===== src/rtl/digit_entry_pkg.sv =====
// Shared types and button indices for the digit entry controller.
package digit_entry_pkg;

    typedef enum logic {EDIT, HOLD} entry_state_t;

    localparam int unsigned BTN_INC    = 0;
    localparam int unsigned BTN_DEC    = 1;
    localparam int unsigned BTN_NEXT   = 2;
    localparam int unsigned BTN_SUBMIT = 3;
    localparam int unsigned NUM_BTNS   = 4;

endpackage


===== src/rtl/button_conditioner.sv =====
// Pushbutton conditioner: 2-FF synchroniser, debounce counter, rising-edge pulse.
// A level change is accepted after DEBOUNCE_CYCLES consecutive differing samples;
// the press pulse is registered so raw-to-pulse latency is 2 + DEBOUNCE_CYCLES.
module button_conditioner #(
    parameter int unsigned DEBOUNCE_CYCLES = 4
) (
    input  logic clk,
    input  logic reset_n,
    input  logic raw,
    output logic pulse
);

    localparam int unsigned CNT_W = (DEBOUNCE_CYCLES > 1) ? $clog2(DEBOUNCE_CYCLES) : 1;
    localparam logic [CNT_W-1:0] CNT_LAST = CNT_W'(DEBOUNCE_CYCLES - 1);

    logic             sync1_q, sync2_q;
    logic             level_q, level_d;
    logic             pulse_q, pulse_d;
    logic [CNT_W-1:0] cnt_q, cnt_d;

    // Bring the asynchronous button into the clock domain.
    always_ff @(posedge clk or negedge reset_n) begin
        if (!reset_n) begin
            sync1_q <= 1'b0;
            sync2_q <= 1'b0;
        end else begin
            sync1_q <= raw;
            sync2_q <= sync1_q;
        end
    end

    // Count consecutive samples that disagree with the accepted level; any agreement restarts.
    always_comb begin
        level_d = level_q;
        cnt_d   = '0;
        pulse_d = 1'b0;
        if (sync2_q != level_q) begin
            if (cnt_q == CNT_LAST) begin
                level_d = sync2_q;
                pulse_d = sync2_q;
            end else begin
                cnt_d = cnt_q + 1'b1;
            end
        end
    end

    // Debounce state and press pulse registers.
    always_ff @(posedge clk or negedge reset_n) begin
        if (!reset_n) begin
            level_q <= 1'b0;
            cnt_q   <= '0;
            pulse_q <= 1'b0;
        end else begin
            level_q <= level_d;
            cnt_q   <= cnt_d;
            pulse_q <= pulse_d;
        end
    end

    assign pulse = pulse_q;

endmodule


===== src/rtl/digit_entry_ctrl.sv =====
// User-entry controller for the number-guessing game: conditions the four buttons, edits an
// N-digit radix-R guess under a cursor and offers the submitted guess over valid/ready.
module digit_entry_ctrl
    import digit_entry_pkg::*;
#(
    parameter int unsigned NUM_DIGITS      = 3,
    parameter int unsigned RADIX           = 10,
    parameter int unsigned DIGIT_W         = 4,
    parameter int unsigned DEBOUNCE_CYCLES = 4,
    parameter bit          CLEAR_ON_SUBMIT = 1'b1
) (
    input  logic                                                clk,
    input  logic                                                reset_n,
    input  logic [NUM_BTNS-1:0]                                 pushbuttons,
    input  logic [$clog2(NUM_DIGITS+1)-1:0]                     max_digits,
    input  logic                                                load_en,
    input  logic [NUM_DIGITS*DIGIT_W-1:0]                       load_digits,
    output logic [NUM_DIGITS*DIGIT_W-1:0]                       display_digits,
    output logic [((NUM_DIGITS > 1) ? $clog2(NUM_DIGITS) : 1)-1:0] cursor,
    output logic                                                guess_valid,
    input  logic                                                guess_ready,
    output logic [NUM_DIGITS*DIGIT_W-1:0]                       guess_digits
);

    localparam int unsigned CUR_W = (NUM_DIGITS > 1) ? $clog2(NUM_DIGITS) : 1;
    localparam int unsigned VEC_W = NUM_DIGITS * DIGIT_W;
    localparam logic [DIGIT_W-1:0] DIGIT_MAX = DIGIT_W'(RADIX - 1);
    localparam logic [DIGIT_W:0]   RADIX_EXT = (DIGIT_W + 1)'(RADIX);

    logic [NUM_BTNS-1:0] btn_pulse;

    entry_state_t        state_q, state_d;
    logic [DIGIT_W-1:0]  digits_q [NUM_DIGITS];
    logic [DIGIT_W-1:0]  digits_d [NUM_DIGITS];
    logic [CUR_W-1:0]    cursor_q, cursor_d;
    logic                guess_valid_q, guess_valid_d;
    logic [VEC_W-1:0]    guess_q, guess_d;
    logic [DIGIT_W-1:0]  load_val;
    int unsigned         active_cnt;
    logic                cursor_oob;

    for (genvar b = 0; b < NUM_BTNS; b++) begin : g_btn
        button_conditioner #(
            .DEBOUNCE_CYCLES(DEBOUNCE_CYCLES)
        ) u_cond (
            .clk    (clk),
            .reset_n(reset_n),
            .raw    (pushbuttons[b]),
            .pulse  (btn_pulse[b])
        );
    end

    // Active digit count, clamped to 1..NUM_DIGITS, and cursor range check.
    always_comb begin
        active_cnt = 32'(max_digits);
        if (active_cnt == 0) begin
            active_cnt = 1;
        end else if (active_cnt > NUM_DIGITS) begin
            active_cnt = NUM_DIGITS;
        end
        cursor_oob = (32'(cursor_q) >= active_cnt);
    end

    // FSM state register.
    always_ff @(posedge clk or negedge reset_n) begin
        if (!reset_n) begin
            state_q <= EDIT;
        end else begin
            state_q <= state_d;
        end
    end

    // FSM next state: an accepted submit enters HOLD, the handshake returns to EDIT.
    always_comb begin
        state_d = state_q;
        case (state_q)
            EDIT: begin
                if (!cursor_oob && !load_en && btn_pulse[BTN_SUBMIT]) begin
                    state_d = HOLD;
                end
            end
            HOLD: begin
                if (guess_valid_q && guess_ready) begin
                    state_d = EDIT;
                end
            end
            default: state_d = EDIT;
        endcase
    end

    // Edit actions in priority order: out-of-range cursor, load, submit, next, inc/dec.
    always_comb begin
        digits_d      = digits_q;
        cursor_d      = cursor_q;
        guess_valid_d = guess_valid_q;
        guess_d       = guess_q;
        load_val      = '0;
        case (state_q)
            EDIT: begin
                if (cursor_oob) begin
                    cursor_d = '0;
                end else if (load_en) begin
                    for (int unsigned i = 0; i < NUM_DIGITS; i++) begin
                        load_val    = load_digits[i*DIGIT_W +: DIGIT_W];
                        digits_d[i] = ({1'b0, load_val} >= RADIX_EXT) ? DIGIT_MAX : load_val;
                    end
                    cursor_d = '0;
                end else if (btn_pulse[BTN_SUBMIT]) begin
                    for (int unsigned i = 0; i < NUM_DIGITS; i++) begin
                        guess_d[i*DIGIT_W +: DIGIT_W] = (i < active_cnt) ? digits_q[i] : '0;
                    end
                    guess_valid_d = 1'b1;
                end else if (btn_pulse[BTN_NEXT]) begin
                    cursor_d = (32'(cursor_q) == active_cnt - 1) ? '0 : cursor_q + 1'b1;
                end else if (btn_pulse[BTN_INC] != btn_pulse[BTN_DEC]) begin
                    for (int unsigned i = 0; i < NUM_DIGITS; i++) begin
                        if (32'(cursor_q) == i) begin
                            if (btn_pulse[BTN_INC]) begin
                                digits_d[i] = (digits_q[i] == DIGIT_MAX) ? '0 : digits_q[i] + 1'b1;
                            end else begin
                                digits_d[i] = (digits_q[i] == '0) ? DIGIT_MAX : digits_q[i] - 1'b1;
                            end
                        end
                    end
                end
            end
            HOLD: begin
                // Buttons and load are dropped here; only the handshake matters.
                if (guess_valid_q && guess_ready) begin
                    guess_valid_d = 1'b0;
                    if (CLEAR_ON_SUBMIT) begin
                        digits_d = '{default: '0};
                        cursor_d = '0;
                    end
                end
                if (cursor_oob) begin
                    cursor_d = '0;
                end
            end
            default: ;
        endcase
    end

    // Digit, cursor and guess registers.
    always_ff @(posedge clk or negedge reset_n) begin
        if (!reset_n) begin
            digits_q      <= '{default: '0};
            cursor_q      <= '0;
            guess_valid_q <= 1'b0;
            guess_q       <= '0;
        end else begin
            digits_q      <= digits_d;
            cursor_q      <= cursor_d;
            guess_valid_q <= guess_valid_d;
            guess_q       <= guess_d;
        end
    end

    // Flatten the stored digits for display, digit 0 in the LSBs.
    always_comb begin
        display_digits = '0;
        for (int unsigned i = 0; i < NUM_DIGITS; i++) begin
            display_digits[i*DIGIT_W +: DIGIT_W] = digits_q[i];
        end
    end

    assign cursor       = cursor_q;
    assign guess_valid  = guess_valid_q;
    assign guess_digits = guess_q;

endmodule

===== config.mk =====
export PLATFORM = sky130hd
export DESIGN_NAME = digit_entry_ctrl
export DESIGN_NICKNAME = d
export VERILOG_FILES = /design/src/rtl/digit_entry_pkg.sv /design/src/rtl/button_conditioner.sv /design/src/rtl/digit_entry_ctrl.sv
export SDC_FILE = /design/constraint.sdc
export NUM_CORES = 1
export LEC_CHECK = 0
export BUFFER_PORTS_ARGS = -buffer_cell sky130_fd_sc_hd__buf_2
export CAP_MARGIN = 10
export CORE_ASPECT_RATIO = 2
export CORE_MARGIN = 3
export CORE_UTILIZATION = 31
export CTS_BUF_LIST = sky130_fd_sc_hd__clkbuf_16
export CTS_CLUSTER_DIAMETER = 60
export DETAILED_ROUTE_END_ITERATION = 6
export GPL_TIMING_DRIVEN = 0
export PLACE_DENSITY = 0.46
export SYNTH_ARGS = -nofsm -noshare
export SYNTH_HDL_FRONTEND = slang
export SYNTH_SLANG_ARGS = --single-unit

===== constraint.sdc =====
create_clock -name clk -period 4.2 [get_ports clk]
set_clock_uncertainty 0.1 [all_clocks]
set_input_delay 1.05 -clock clk [delete_from_list [all_inputs] [get_ports clk]]
set_output_delay 1.05 -clock clk [all_outputs]
set_load 0.05 [all_outputs]

======== Yosys cells after proc, flatten, opt, wreduce, memory -nomap -nowiden ========
Cells that the tools add are included.
W data, S select, Z words.
storage, ports and cells
  input bits .............................. 22
  flip-flop bits (word level) ............. 52
  output and inout port bits .............. 27
  logic and storage cells ................. 155
operators by class
  magnitude comparators ................... 7
  $add $sub $neg .......................... 12
  bitwise logic cells ..................... 3
  reduce and logical (&&, ||, !) cells .... 20
  equal/unequal tests ..................... 28
  mux-type cells .......................... 58
operators by type and width
  kind                   count
  $mux W12               6
  $mux W4                18
  $eq A2 B32 Y1          1
  $ge A2 B32 Y1          1
  $mux W2                16
  $pmux W12 S2           1
  $ne A3 B3 Y1 const B   6
  $reduce_and A6 Y1      3
  $mux W1                14
  $add A4 B1 Y4 const B  3
  $eq A4 B4 Y1 const B   3
  $ge A4 B4 Y1 const B   3
  $logic_not A4 Y1       3
  $sub A4 B1 Y4 const B  3
  $add A2 B1 Y2 const B  5
  $eq A2 B2 Y1 const B   5
  $reduce_and A2 Y1      4
  $reduce_and A4 Y1      2
  $ne A1 B1 Y1           5
  $logic_not A2 Y1       2
  $lt A1 B2 Y1 const A   2
  $ne A2 B1 Y1 const B   2
  $ne A2 B2 Y1 const B   2
  $ne A4 B3 Y1 const B   1
  other kinds (11)       17

======== Logic depth before layout (Yosys ltp) ========
  depth in word-level cells ............... 10
  gate-level depth with buffers ........... 8
  gate-level depth less buffers ........... 7

======== By module ========
From an unflattened synthesis, not the netlist that was laid out.
second synthesis, totals
  cells, all modules ...................... 289
  area total of the unflattened synthesis .. 2932.8 sq um
by module, submodules not included
  module              area each (sq um)  times used  cells each  seq. area each (sq um)
  digit_entry_ctrl    2097.0             1           241         700.7
  button_conditioner  209.0              4           12          150.1

======== Worst setup path before layout ========
Ideal clock, no wire load.
  path type ............................... input port to flip-flop
  start ................................... in max_digits[0]
  end ..................................... reg guess_q[3] (netlist: guess_digits[3])
  data required time ...................... 3971 ps
  library setup time ...................... 129 ps
  cell stages on the path ................. 8
  path slack .............................. 1611 ps
  data arrival time ....................... 2360 ps
  path buffers ............................ 1
  cells stage by stage .................... nand2b_1 -> ha_1 -> nand2b_1 -> a21oi_1 -> nand3_1 -> buf_2 -> nand2_1 -> o21ai_0
between the ends
  word-level cells in the longest chain between the ends .. 5
  elaborated cells on any way between the ends .. 7
  classes of those cells .................. order compare (2); mux (2); bitwise (1); reduce/logical (2)
RTL lines
  element                      RTL line                 text
  start: declaration           digit_entry_ctrl.sv:15   input logic [$clog2(NUM_DIGITS+1)-1:0] max_digits,
  $logic_not A2 Y1             digit_entry_ctrl.sv:56   if (active_cnt == 0) begin
  $mux W2 *                    digit_entry_ctrl.sv:56
  $ge A2 B32 Y1                digit_entry_ctrl.sv:61   cursor_oob = (32'(cursor_q) >= active_cnt);
  $not A1 Y1 (no line)         n/a
  $reduce_and A4 Y1 (no line)  n/a
  end signal: assignment       digit_entry_ctrl.sv:155  guess_q <= guess_d;
  end: declaration             digit_entry_ctrl.sv:37   logic [VEC_W-1:0] guess_q, guess_d;
Every way passes the cells marked *; elsewhere a longest branch is shown, timed or not.
A chain may end at the register's enable or synchronous reset.

======== Worst setup path in the final report ========
  start ................................... in max_digits[0]
  end ..................................... reg guess_q[8] (netlist: guess_digits[8])
The elaborated chain is that of the path after synthesis.

==> flow_summary.rst <==
.. list-table::
   :header-rows: 1

   * - Metric
     - Value
   * - Clock Latency Late Sink
     - 0.30 ns
   * - WL final
     - 7.22 mm
   * - Overall power after layout
     - 2.41 mW
   * - Worst-case setup margin in the final layout
     - 1.37 ns
   * - Placeable core region
     - 0.00877 mm2
   * - Horizontal die dimension
     - 73.6 um
   * - Number of resized instances in the post-cts repair step
     - 0
   * - Clock period minus final worst setup slack
     - 2.83 ns
   * - Setup-failing EPs final
     - 0
   * - Highest Clock Rate
     - 0.354 GHz
   * - Initial DRC count
     - 110
   * - Net count after synthesis
     - 326
   * - CP required
     - 4.26 ns
   * - Fin crit share
     - 67.3%
   * - Number of instances on the worst hold path
     - 0
   * - Count of synthesis-stage warnings from yosys
     - 0
   * - Number of flops mapped to enable cells by yosys
     - 0
   * - Drc violations
     - 0
   * - Detailed Routing Iterations Pass 1
     - 4
   * - FP Rows
     - 48
   * - Height of the die
     - 141 um
   * - Min-Delay Startpoint
     - g_btn[3].u_cond.sync1_q
   * - Remaining global-route overflow
     - 0
   * - Setup Total Neg Slack
     - 0 ns
   * - Via/cell ratio
     - 5.18
   * - I/O Buffers
     - 48
   * - Cell with the largest stage delay on the worst path
     - sky130_fd_sc_hd__nand3_1
   * - Post-Syn Area per Cell
     - 9.91 um2
   * - Number of top-level pins
     - 49
   * - Buffer type at the clock tree root
     - sky130_fd_sc_hd__clkbuf_16
   * - Clock slew at the register clock pins of the worst setup and hold paths
     - 0.07 ns
   * - Critical Path End Type
     - flop
   * - Cells traversed along the worst timing path
     - buf_2, nand2b_1, ha_1, nand2b_1, a21oi_1, nand3_1, buf_2, nand2_1, o31ai_1
   * - Placement-stage worst setup slack
     - 1.05 ns
   * - Count of nets left with antenna violations after detail routing
     - 0
   * - Initial antenna violation count
     - 0
   * - Mapped Cells
     - 286
   * - Slack of the worst reg-to-reg path
     - 1.83 ns
   * - Routability Congestion
     - 0.774
   * - Number of setup buffers added after CTS
     - 0
   * - Routed via count
     - 2291
   * - Ratio of total power to cell area
     - 715 mW/mm2
   * - Terminating pin of the worst hold path
     - g_btn[3].u_cond.sync2_q
   * - Post-detailed-placement half-perimeter wirelength
     - 5.54 mm
   * - Peak per-stage delay on the critical path
     - 0.34 ns
   * - Clock buffers created by TritonCTS
     - 5
   * - Via count of the first global-routing pass
     - 2388
   * - RSZ-0062 raised after global routing
     - no
   * - Endpoint of the worst-slack reg-to-reg timing path
     - guess_digits[8]
   * - Initial Util
     - 32.3%
   * - Max-slew violation count
     - 0
   * - Area growth from synthesis to layout
     - 19.2%
   * - Start-to-end type of the worst setup path
     - primary input to flop
   * - Arrival time worst endpoint
     - 2.89 ns
   * - Most common library cell in the layout ignoring fill and taps
     - sky130_fd_sc_hd__buf_2
   * - Area used by sequential logic in the layout
     - 0.00130 mm2
   * - Multi-input gate area
     - 0.00142 mm2
   * - Util after Layout
     - 38.5%
   * - Distinct cell type count after synthesis
     - 39
   * - WL/cell
     - 16.3 um
   * - Most frequent cells in the layout
     - 53 x sky130_fd_sc_hd__buf_2, 52 x sky130_fd_sc_hd__dfrtp_1, 29 x sky130_fd_sc_hd__nand2_1
   * - Final #Nets
     - 381
   * - Fill cell total of the finished layout
     - 902
   * - Number of H-tree levels
     - 2
   * - Total count of hold-check failures in the final report
     - 0
   * - Share of flip-flops with an asynchronous set or reset
     - 100%
   * - Maximum buffer depth of the clock tree
     - 2
   * - Number of synthesized register bits
     - 52
   * - Status
     - complete, no violations
   * - Die Outline Area
     - 0.0104 mm2
   * - Leakage power of the design
     - 1.60 nW
   * - Most frequently used flop master after synthesis
     - sky130_fd_sc_hd__dfrtp_1
   * - Share of synthesized area occupied by flip-flops and latches
     - 45.9%
   * - Maximum number of pins on one net before global-route repair
     - 53
   * - Wire length of the first global-routing pass
     - 11.9 mm
   * - Slew of the pin with the lowest slew margin
     - 0.680 ns
   * - Start of the worst register-to-register path
     - cursor[0]
   * - TritonCTS clock tree
     - done
   * - Post-Place Cells
     - 434
   * - Count of clock tree sinks
     - 52
   * - Path class of the lowest-slack min-delay path
     - flop to flop
   * - Non-filler cells, final
     - 442
   * - Kind of start point of the critical path
     - primary input
   * - Reported max-cap violation count
     - 0
   * - Ant. Diodes
     - 0
   * - Total global-route track usage
     - 15.0%
   * - Largest fanout on the critical path
     - 10
   * - Layout cells sized above 1
     - 23.1%
   * - Relative max-transition margin
     - 54.7%
   * - Total standard cell area after synthesis
     - 0.00284 mm2
   * - Reg2Reg Depth
     - 8
   * - Max rail drop VDD
     - 292 uV
   * - Hold_buf cts
     - 0
layer usage:
layer	up-vias	wire length, um	track usage, %
li1	1123	-	-
met1	1095	2600	15.0
met2	57	4000	27.4
met3	16	289	2.78
met4	0	337	8.69
met5	-	0	0
worst max path at each step:
stage	endpoint	slack, ns	start	cells after the start
6_report	guess_digits[8]	1.37	max_digits[0]	9
5_1_grt	guess_digits[0]	1.21	max_digits[0]	8
4_1_cts	guess_digits[8]	1.36	max_digits[0]	9
3_5_place_dp	guess_digits[8]	1.05	max_digits[0]	9
3_3_place_gp	guess_digits[9]	1.06	max_digits[0]	9
2_1_floorplan	guess_digits[3]	1.61	max_digits[0]	8
per-stage QoR:
stage | hold slack, ns | instance area [um2]
2_1_floorplan | 0.231 | 2840
3_3_place_gp | 0.235 | 3200
3_5_place_dp | 0.237 | 3200
4_1_cts | 0.255 | 3380
5_1_grt | 0.257 | 3380
6_report | 0.251 | 3380
final cells by class:
| type | count | area share (%) |
|---|---|---|
| Multi-Input combinational cell | 206 | 42.1 |
| Inverter | 15 | 1.67 |
| Tap cell | 100 | 3.70 |
| Sequential cell | 52 | 38.5 |
| Buffer | 13 | 1.67 |
| Clock buffer | 5 | 3.70 |
| Clock inverter | 3 | 1.48 |
| Timing Repair Buffer | 48 | 7.19 |
worst max-delay path, delay by kind of cell:
kind / cells / cell delay, ns
buffers and inverters: 2 / 0.45
AO/OA/AOI/OAI: 2 / 0.34
adder cells (fa/ha/maj): 1 / 0.28
AND/OR/NAND/NOR: 4 / 0.76
synth_stat cells, types with 3 or more instances:
cell | n | area share [%]
sky130_fd_sc_hd__a31oi_1 | 3 | 0.66
sky130_fd_sc_hd__nor3_1 | 6 | 1.1
sky130_fd_sc_hd__a22o_1 | 7 | 2.2
sky130_fd_sc_hd__buf_2 | 6 | 1.1
sky130_fd_sc_hd__inv_1 | 15 | 2.0
sky130_fd_sc_hd__and3b_1 | 4 | 1.2
sky130_fd_sc_hd__nor2b_1 | 8 | 1.8
sky130_fd_sc_hd__a311oi_1 | 3 | 0.93
sky130_fd_sc_hd__a21oi_1 | 14 | 2.5
sky130_fd_sc_hd__a211oi_1 | 4 | 1.1
sky130_fd_sc_hd__nand2_1 | 29 | 3.8
sky130_fd_sc_hd__o21ai_0 | 25 | 4.4
sky130_fd_sc_hd__clkbuf_1 | 7 | 0.93
sky130_fd_sc_hd__dfrtp_1 | 52 | 46
sky130_fd_sc_hd__ha_1 | 18 | 7.9
sky130_fd_sc_hd__or3_1 | 3 | 0.66
sky130_fd_sc_hd__mux2_2 | 8 | 3.2
sky130_fd_sc_hd__o31ai_1 | 11 | 2.9
sky130_fd_sc_hd__nand3_1 | 7 | 1.2
sky130_fd_sc_hd__o21ai_2 | 3 | 0.93
sky130_fd_sc_hd__nand2b_1 | 11 | 2.4
sky130_fd_sc_hd__xnor2_1 | 10 | 3.1
sky130_fd_sc_hd__nor2_1 | 11 | 1.5
cell families after synthesis:
| family | Yosys count | share of synthesized area, % |
|---|---|---|
| simple gates | 86 | 15.6 |
| compound gates | 82 | 19.7 |
| flops | 52 | 45.9 |
| buf+inv | 28 | 3.97 |
| fa+ha+maj | 18 | 7.94 |
| xor+xnor | 12 | 3.71 |
| mux | 8 | 3.18 |
where the power goes:
| group | leakage, nW | switching [mW] | total (mW) | internal [mW] |
|---|---|---|---|---|
| logic | 0.853 | 0.752 | 1.15 | 0.399 |
| registers | 0.664 | 0.129 | 0.775 | 0.646 |
| clock network | 0.0863 | 0.200 | 0.487 | 0.288 |
flip-flops by register name, summed over array words and instances, names as in the netlist:
signal,count
g_btn.u_cond.pulse,4
state_q,1
g_btn.u_cond.level_q,4
g_btn.u_cond.cnt_q,8
guess_digits,12
g_btn.u_cond.sync2_q,4
display_digits,12
guess_valid,1
cursor,2
g_btn.u_cond.sync1_q,4
(Power assumes the default switching activity.)
